**config.mk**
```make
export PLATFORM = sky130hd
export DESIGN_NAME = i2c_target_regfile
export DESIGN_NICKNAME = d
export VERILOG_FILES = /design/src/rtl/i2c_target_regfile.sv
export SDC_FILE = /design/constraint.sdc
export NUM_CORES = 1
export LEC_CHECK = 0
export CAP_MARGIN = 30
export CORE_UTILIZATION = 50
export DETAILED_ROUTE_END_ITERATION = 16
export PLACE_DENSITY_LB_ADDON = 0.08
export SETUP_SLACK_MARGIN = 0.15
export SKIP_LAST_GASP = 1
export SYNTH_ARGS = -nofsm -noshare
export SYNTH_HDL_FRONTEND = slang
export SYNTH_SLANG_ARGS = --single-unit
export TNS_END_PERCENT = 10
```
**constraint.sdc**
```tcl
create_clock -name clk -period 2.09 [get_ports clk]
set_clock_uncertainty 0.2 [all_clocks]
set_input_delay 0.209 -clock clk [delete_from_list [all_inputs] [get_ports clk]]
set_output_delay 0.209 -clock clk [all_outputs]
set_load 0.005 [all_outputs]
```
**src/rtl/i2c_target_regfile.sv**
```systemverilog
`default_nettype none
// +--------------------------------------------------------------------------+
// | i2c_target_regfile: I2C target with a 7-bit address match and a byte-wide   |
// | register file behind an auto-incrementing pointer.                         |
// | Optional macro: I2C_TGT_GLITCH_FILTER_EN adds a 3-sample majority filter.  |
// | Rev 1.0                                                                    |
// +--------------------------------------------------------------------------+
module i2c_target_regfile #(
  parameter logic [6:0] TGT_ADDR = 7'h50,
  parameter int         DEPTH    = 16,
  localparam int        PTR_W    = $clog2(DEPTH)
) (
  input  logic             clk,
  input  logic             rst,
  input  logic             scl_i,
  input  logic             sda_i,
  output logic             sda_oe,
  output logic             wr_valid,
  output logic [PTR_W-1:0] wr_addr,
  output logic [7:0]       wr_data,
  input  logic [PTR_W-1:0] host_addr,
  output logic [7:0]       host_data,
  output logic             busy
);

  typedef enum logic [3:0] {
    ST_IDLE      = 4'd0,
    ST_ADDR      = 4'd1,
    ST_ADDR_ACK  = 4'd2,
    ST_WR_PTR    = 4'd3,
    ST_PTR_ACK   = 4'd4,
    ST_WR_DATA   = 4'd5,
    ST_DATA_ACK  = 4'd6,
    ST_RD_DATA   = 4'd7,
    ST_RD_ACK    = 4'd8,
    ST_WAIT_STOP = 4'd9
  } state_t;

  // Synchronizers reset to the idle-bus level so no edge is seen out of reset.
  logic scl_s1_q, scl_s2_q, sda_s1_q, sda_s2_q;

  always_ff @(posedge clk) begin
    if (rst) begin
      scl_s1_q <= 1'b1;
      scl_s2_q <= 1'b1;
      sda_s1_q <= 1'b1;
      sda_s2_q <= 1'b1;
    end else begin
      scl_s1_q <= scl_i;
      scl_s2_q <= scl_s1_q;
      sda_s1_q <= sda_i;
      sda_s2_q <= sda_s1_q;
    end
  end

  logic scl_s, sda_s;

`ifdef I2C_TGT_GLITCH_FILTER_EN
  logic [1:0] scl_hist_q, scl_hist_d, sda_hist_q, sda_hist_d;
  logic       scl_filt_q, scl_filt_d, sda_filt_q, sda_filt_d;

  always_comb begin
    scl_hist_d = {scl_hist_q[0], scl_s2_q};
    sda_hist_d = {sda_hist_q[0], sda_s2_q};
    scl_filt_d = (scl_s2_q & scl_hist_q[0]) | (scl_s2_q & scl_hist_q[1]) |
                 (scl_hist_q[0] & scl_hist_q[1]);
    sda_filt_d = (sda_s2_q & sda_hist_q[0]) | (sda_s2_q & sda_hist_q[1]) |
                 (sda_hist_q[0] & sda_hist_q[1]);
  end

  always_ff @(posedge clk) begin
    if (rst) begin
      scl_hist_q <= 2'b11;
      sda_hist_q <= 2'b11;
      scl_filt_q <= 1'b1;
      sda_filt_q <= 1'b1;
    end else begin
      scl_hist_q <= scl_hist_d;
      sda_hist_q <= sda_hist_d;
      scl_filt_q <= scl_filt_d;
      sda_filt_q <= sda_filt_d;
    end
  end

  assign scl_s = scl_filt_q;
  assign sda_s = sda_filt_q;
`else
  assign scl_s = scl_s2_q;
  assign sda_s = sda_s2_q;
`endif

  logic scl_prev_q, sda_prev_q;
  logic scl_rise, scl_fall, start_det, stop_det;

  always_ff @(posedge clk) begin
    if (rst) begin
      scl_prev_q <= 1'b1;
      sda_prev_q <= 1'b1;
    end else begin
      scl_prev_q <= scl_s;
      sda_prev_q <= sda_s;
    end
  end

  assign scl_rise  = scl_s & ~scl_prev_q;
  assign scl_fall  = ~scl_s & scl_prev_q;
  assign start_det = scl_s & scl_prev_q & sda_prev_q & ~sda_s;
  assign stop_det  = scl_s & scl_prev_q & ~sda_prev_q & sda_s;

  state_t           state_q, state_d;
  logic [3:0]       bit_cnt_q, bit_cnt_d;
  logic [7:0]       shift_q, shift_d;
  logic [PTR_W-1:0] ptr_q, ptr_d;
  logic             rw_q, rw_d;
  logic             sda_oe_q, sda_oe_d;
  logic             busy_q, busy_d;
  logic             wr_valid_q, wr_valid_d;
  logic [PTR_W-1:0] wr_addr_q, wr_addr_d;
  logic [7:0]       wr_data_q, wr_data_d;
  logic [7:0]       host_data_q, host_data_d;
  logic [7:0]       mem_q [DEPTH];
  logic [7:0]       mem_d [DEPTH];
  logic [7:0]       rx_byte;
  logic             byte_done;

  assign rx_byte   = {shift_q[6:0], sda_s};
  assign byte_done = scl_rise && (bit_cnt_q == 4'd7);

  always_comb begin
    state_d     = state_q;
    bit_cnt_d   = bit_cnt_q;
    shift_d     = shift_q;
    ptr_d       = ptr_q;
    rw_d        = rw_q;
    sda_oe_d    = sda_oe_q;
    busy_d      = busy_q;
    wr_valid_d  = 1'b0;
    wr_addr_d   = wr_addr_q;
    wr_data_d   = wr_data_q;
    mem_d       = mem_q;
    host_data_d = mem_q[host_addr];

    if (stop_det) begin
      state_d   = ST_IDLE;
      sda_oe_d  = 1'b0;
      busy_d    = 1'b0;
      bit_cnt_d = 4'd0;
    end else if (start_det) begin
      state_d   = ST_ADDR;
      sda_oe_d  = 1'b0;
      bit_cnt_d = 4'd0;
    end else begin
      unique case (state_q)
        ST_ADDR: begin
          if (scl_rise) begin
            shift_d   = rx_byte;
            bit_cnt_d = bit_cnt_q + 4'd1;
          end
          if (byte_done) begin
            bit_cnt_d = 4'd0;
            if (rx_byte[7:1] == TGT_ADDR) begin
              busy_d  = 1'b1;
              rw_d    = rx_byte[0];
              state_d = ST_ADDR_ACK;
            end else begin
              busy_d  = 1'b0;
              state_d = ST_WAIT_STOP;
            end
          end
        end

        ST_WR_PTR: begin
          if (scl_rise) begin
            shift_d   = rx_byte;
            bit_cnt_d = bit_cnt_q + 4'd1;
          end
          if (byte_done) begin
            bit_cnt_d = 4'd0;
            ptr_d     = rx_byte[PTR_W-1:0];
            state_d   = ST_PTR_ACK;
          end
        end

        ST_WR_DATA: begin
          if (scl_rise) begin
            shift_d   = rx_byte;
            bit_cnt_d = bit_cnt_q + 4'd1;
          end
          if (byte_done) begin
            bit_cnt_d    = 4'd0;
            mem_d[ptr_q] = rx_byte;
            wr_valid_d   = 1'b1;
            wr_addr_d    = ptr_q;
            wr_data_d    = rx_byte;
            state_d      = ST_DATA_ACK;
          end
        end

        // ACK states: the first SCL fall pulls SDA, the next fall releases it.
        ST_ADDR_ACK: begin
          if (scl_fall) begin
            if (!sda_oe_q) begin
              sda_oe_d = 1'b1;
            end else if (rw_q) begin
              shift_d   = mem_q[ptr_q];
              sda_oe_d  = ~mem_q[ptr_q][7];
              bit_cnt_d = 4'd1;
              state_d   = ST_RD_DATA;
            end else begin
              sda_oe_d = 1'b0;
              state_d  = ST_WR_PTR;
            end
          end
        end

        ST_PTR_ACK: begin
          if (scl_fall) begin
            if (!sda_oe_q) begin
              sda_oe_d = 1'b1;
            end else begin
              sda_oe_d = 1'b0;
              state_d  = ST_WR_DATA;
            end
          end
        end

        ST_DATA_ACK: begin
          if (scl_fall) begin
            if (!sda_oe_q) begin
              sda_oe_d = 1'b1;
            end else begin
              sda_oe_d = 1'b0;
              ptr_d    = ptr_q + 1'b1;
              state_d  = ST_WR_DATA;
            end
          end
        end

        // bit_cnt counts bits already placed on SDA; 0 means load a fresh byte.
        ST_RD_DATA: begin
          if (scl_fall) begin
            if (bit_cnt_q == 4'd0) begin
              shift_d   = mem_q[ptr_q];
              sda_oe_d  = ~mem_q[ptr_q][7];
              bit_cnt_d = 4'd1;
            end else if (bit_cnt_q < 4'd8) begin
              shift_d   = {shift_q[6:0], 1'b0};
              sda_oe_d  = ~shift_q[6];
              bit_cnt_d = bit_cnt_q + 4'd1;
            end else begin
              sda_oe_d  = 1'b0;
              bit_cnt_d = 4'd0;
              state_d   = ST_RD_ACK;
            end
          end
        end

        ST_RD_ACK: begin
          if (scl_rise) begin
            if (!sda_s) begin
              ptr_d     = ptr_q + 1'b1;
              bit_cnt_d = 4'd0;
              state_d   = ST_RD_DATA;
            end else begin
              busy_d  = 1'b0;
              state_d = ST_WAIT_STOP;
            end
          end
        end

        ST_IDLE, ST_WAIT_STOP: begin
          sda_oe_d = 1'b0;
        end

        default: begin
          sda_oe_d = 1'b0;
          state_d  = ST_IDLE;
        end
      endcase
    end
  end

  always_ff @(posedge clk) begin
    if (rst) begin
      state_q     <= ST_IDLE;
      bit_cnt_q   <= 4'd0;
      shift_q     <= 8'h00;
      ptr_q       <= '0;
      rw_q        <= 1'b0;
      sda_oe_q    <= 1'b0;
      busy_q      <= 1'b0;
      wr_valid_q  <= 1'b0;
      wr_addr_q   <= '0;
      wr_data_q   <= 8'h00;
      host_data_q <= 8'h00;
      mem_q       <= '{default: 8'h00};
    end else begin
      state_q     <= state_d;
      bit_cnt_q   <= bit_cnt_d;
      shift_q     <= shift_d;
      ptr_q       <= ptr_d;
      rw_q        <= rw_d;
      sda_oe_q    <= sda_oe_d;
      busy_q      <= busy_d;
      wr_valid_q  <= wr_valid_d;
      wr_addr_q   <= wr_addr_d;
      wr_data_q   <= wr_data_d;
      host_data_q <= host_data_d;
      mem_q       <= mem_d;
    end
  end

  assign sda_oe    = sda_oe_q;
  assign wr_valid  = wr_valid_q;
  assign wr_addr   = wr_addr_q;
  assign wr_data   = wr_data_q;
  assign host_data = host_data_q;
  assign busy      = busy_q;

endmodule
`default_nettype wire

```
Yosys cells after proc, flatten, opt, wreduce, memory -nomap -nowiden
Cells that the tools add are included.
{ "word_totals": {"regBits": 177, "out_inout_bits": 23, "elab_cells": 191} }
{ "classes": {"n_addsub": 2, "magnitude_cmp": 4, "eq_ne": 42, "mux": 65, "n_bitwise": 20, "reduce_logical": 24} }
{ "ops": {"columns": ["cell", "count"], "rows": [
  ["$bwmux W128", 1],
  ["$mux W4", 28],
  ["$bmux W8 S4", 2],
  ["$mux W7", 7],
  ["$mux W8", 5],
  ["$demux W8 S4", 1],
  ["$pmux W4 S8", 1],
  ["$ne A2 B2 Y1 const B", 15],
  ["$ne A3 B3 Y1 const B", 10],
  ["$reduce_and A12 Y1", 2],
  ["$pmux W7 S3", 1],
  ["$eq A4 B3 Y1 const B", 5],
  ["$pmux W4 S4", 1],
  ["$reduce_and A8 Y1", 2],
  ["$mux W1", 14],
  ["$pmux W4 S3", 1],
  ["$not A1 Y1", 11],
  ["$ge A5 B5 Y1 const B", 2],
  ["$not A4 Y5", 2],
  ["$reduce_and A5 Y1", 2],
  ["$ne A3 B1 Y1 const B", 3],
  ["$reduce_and A9 Y1", 1],
  ["$add A4 B1 Y4 const B", 2],
  ["$eq A4 B2 Y1 const B", 2],
  ["19 further kinds", 36]
]} }

Longest topological paths before layout
{ "logic_depth": {"depth_word": 9, "depth_mapped": 9, "depth_no_buf": 7} }

Worst setup path before layout
Ideal clock, no wire load.
{ "synth_path": {"path_type": "reg-to-reg", "start": "register ptr_q[1]", "end": "register mem_q[122] (netlist name)", "setup_ps": 132, "t_arrival_ps": 1946, "required_time_ps": 1758, "path_slack_ps": -188, "stages_incl_launch_ff": 10, "period_less_slack_ps": 2278, "cell_sequence": "dfxtp_1 clkbuf_1 clkbuf_1 inv_1 ha_1 nand2_1 clkbuf_1 nor2_1 nand2_1 a21oi_1"} }
{ "synth_via": {"elab_chain_cells": 6} }
{ "synth_rtl": {"columns": ["item", "line_no", "text"], "rows": [
  ["from (decl)", "113", "logic [PTR_W-1:0] ptr_q, ptr_d;"],
  ["from (signal assigned)", "301", "ptr_q <= ptr_d;"],
  ["$not A4 Y5 (not written as such) *", "191", "mem_d[ptr_q] = rx_byte;"],
  ["$ge A5 B5 Y1 (not written as such) or $lt A5 B1 Y1 (tied branches)", "191", null],
  ["$logic_and A1 B1 Y1 (not written as such)", "191", null],
  ["$mux W8 (not written as such)", "191", null],
  ["$demux W8 S4 *", "191", null],
  ["$bwmux W128 *", "191", null],
  ["to (signal assigned)", "309", "mem_q <= mem_d;"],
  ["to (decl)", "121", "logic [7:0] mem_q [DEPTH];"]
]} }
Every way passes the cells marked *; elsewhere a longest branch is shown, timed or not.
A chain may end at the register's enable or synchronous reset.

Worst setup path after layout
{ "layout_path": {"start": "register bit_cnt_q[1]", "end": "register mem_q[5] (netlist name)"} }
{ "layout_via": {"elab_chain_cells": 3} }
{ "layout_rtl": {"columns": ["item", "line_no", "text"], "rows": [
  ["from (decl)", "111", "logic [3:0] bit_cnt_q, bit_cnt_d;"],
  ["from (signal assigned)", "299", "bit_cnt_q <= bit_cnt_d;"],
  ["$eq A4 B3 Y1", "127", "assign byte_done = scl_rise && (bit_cnt_q == 4'd7);"],
  ["$logic_and A1 B1 Y1", "127", null],
  ["$reduce_and A4 Y1 (no line)", null, null]
]} }
No other way between the ends.

==> metrics.yaml <==
synth_cell_types: 63
multi_input_area_sq_um: 5680
wl_um: 27800
cp_slowest_stage_delay_ps: 370
ios: 31
fillCellCount: 1417
seq_area_frac_synth: 0.380
synthArstFlopShare: 0
path_clk_slew_ps: 70
synth_edf_count: 0
cp_top_family: "simple AND/OR/NAND/NOR gates"
cp_slowest_cell: "dfxtp_4"
routedWlPerCell_um: 22.0
cp-startpoint: "bit_cnt_q[1]"
status: "finished, violations left"
timing.final.crit_period_ps: 2140
worst-path-buf-inv: 2
cts_buffers: 17
path_cells: "ha_4 > and4b_1 > buf_6 > nand2_4 > nor4_4 > buf_12 > mux2i_1 > nor2_1"
initial_core_util: 0.515
reg2reg_slack_ps: -50
fmax_mhz: 467
ir_drop_uv: 570
power_density_nw_per_um2: 596
start_kind: "register"
place_congestion: 0.958
p_int_w: 0.00527
antenna_cells: 0
min_path_type: "input pin to register"
cap_violations: 0
ant_nets: 0
setup_ws_ps: -50.4
maxSlewHeadroom: 0.669
drive_gt1_frac: 0.317
grt_pass1_wl_um: 43500
fin_crit_sh: 1.02
grt_pass1_vias: 7653
dp_hpwl_um: 20200
cp-end-kind: "register"
path_depth: 8
viasPerCell: 6.17
tightest_slew_ps: 496
syn_area_sq_um: 9320
ys.warnings.count: 0
yosys.area.top_type: "dfxtp_1"
sequentialPowerShare: 0.487
pwr-share-comb: 0.068
synth_most_common_cell: "dfxtp_1"
endpoint: "mem_q[5]"
ys_seq_elements: 177
cp_max_fo: 8
drtIter0Drc: 746
vias: 7823
final-seq-area_sq_um: 3560
crit_arrival_ps: 2250
setup_viol: 33
grt_max_degree: 76
clkLatencyLatePin_ps: 430
synthTopCellsByArea: "dfxtp_1, mux4_2, mux2i_1"
slew_violations: 0
coreArea_sq_um: 18100
cts_buffer_depth: 2
synthCells: 938
antenna_found_initial: 0
utilization: 0.646
cts_tree: "done"
synth_area_per_cell_sq_um: 9.93
die_y_um: 139
die-area_sq_um: 19200
drtPass1Iterations: 5
synth_ff_type: "dfxtp_1"
regToRegEndpoint: "mem_q[5]"
power.clock.fraction: 0.445
dp_slack_ps: -147
switching_power_w: 0.00170
die_w_um: 139
cts-root-buf: "clkbuf_16"
rows: 49
nets: 1040
grt_usage: 0.297
crit_type: "register to register"
gr-total-overflow: 0
rr_worst_depth: 8
leakage_nw: 3.92
hold_violations: 0
required_ps: 2200
syn_nets: 953
drc: 0
switching_share: 0.244
tns_ps: -568
cts.sinks: 177
htree_levels: 4
io_buffers: 30
syn_to_final_growth_pct: 25.4
synth_commonest_cells: "dfxtp_1, nand2_1, nor2_1"
rsz0062_at_grt: "yes"
r2r_start: "bit_cnt_q[1]"
synth_top_area_share: 0.380
violations: "negative setup slack"
-- flip-flops by register name (all words and copies together), names as in the netlist, 4 cells and up --
signal and flops:
state_q 4, bit_cnt_q 4, host_data 8, mem_q 128
wr_data 8, ptr_q 4, shift_q 7, wr_addr 4
-- logic make-up after synthesis --
| family | count (synthesis) | share of synthesized area |
|---|---|---|
| xor+xnor | 1 | 0.000940 |
| compound gates | 180 | 0.122 |
| flops | 177 | 0.380 |
| mux | 166 | 0.275 |
| buf+inv | 96 | 0.0443 |
| simple gates | 311 | 0.168 |
| fa+ha+maj | 7 | 0.00940 |
-- placed cells by master, fill, tap and decap left out, types with 9 or more instances in the layout --
master / synthesis / final
nand3_1: 9 / 9
mux2i_1: 94 / 91
dfxtp_1: 177 / 168
a21oi_1: 81 / 69
and2_1: 13 / 13
a21oi_2: 0 / 12
mux4_2: 72 / 72
buf_12: 0 / 20
clkdlybuf4s50_1: 0 / 28
buf_4: 0 / 91
nor2_1: 98 / 95
nand2_2: 0 / 13
nand2_1: 118 / 102
clkbuf_16: 0 / 17
o21ai_0: 47 / 45
buf_6: 4 / 12
or2_2: 14 / 10
-- routing by layer --
layer / track usage / part of all wire / up-vias
met5: 0 / 0 / -
met4: 0.0982 / 0.016 / 0
met3: 0.0589 / 0.076 / 32
met2: 0.458 / 0.46 / 329
met1: 0.418 / 0.44 / 3873
li1: - / - / 3589
-- worst min-delay path by stage --
| stage | start | to | depth (start not counted) |
|---|---|---|---|
| after global placement | sda_s1_q | sda_s | 1 |
| after CTS | sda_i | sda_s1_q | 2 |
| after global routing | scl_i | scl_s1_q | 2 |
| after floorplan | scl_i | scl_s1_q | 1 |
| after detailed placement | scl_s1_q | scl_s | 1 |
| final | sda_i | sda_s1_q | 2 |
-- stage by stage --
| step | cells | cell area (sq um) | total power (W) | hold slack [ps] |
|---|---|---|---|---|
| 3_3_place_gp | 1224 | 10700 | 0.00392 | 194 |
| 6_report | 1267 | 11700 | 0.00697 | 141 |
| 2_1_floorplan | 938 | 9480 | 0.00376 | 113 |
| 3_5_place_dp | 1224 | 10700 | 0.00393 | 198 |
| 4_1_cts | 1264 | 11500 | 0.00701 | 129 |
| 5_1_grt | 1267 | 11700 | 0.00722 | 136 |
-- final cells by class --
cell class,instances,share of cell area
clock inverters,13,0.0107
well taps,229,0.0245
repair buffers,154,0.132
clock buffers,19,0.0379
inverters,9,0.00332
flip-flops and latches,177,0.305
multi-input cells,666,0.486
-- repair_timing --
action,4_1_cts,5_1_grt
cloned,1,1
pin swaps,16,20
hold buffers,1,0
setup endpoints to repair,162,162
resized for setup,42,41
setup buffers,6,2
endpoints found under the hold margin,9,0
-- power groups by stage --
stage / combinational [W] / sequential, W / clock, W
after floorplan: 0.000285 / 0.00347 / 0
after global placement: 0.000438 / 0.00348 / 0
after detailed placement: 0.000448 / 0.00348 / 0
after CTS: 0.000465 / 0.00340 / 0.00314
after global routing: 0.000503 / 0.00340 / 0.00332
final: 0.000472 / 0.00340 / 0.00310
No activity file was read; power rests on OpenSTA's default activity.
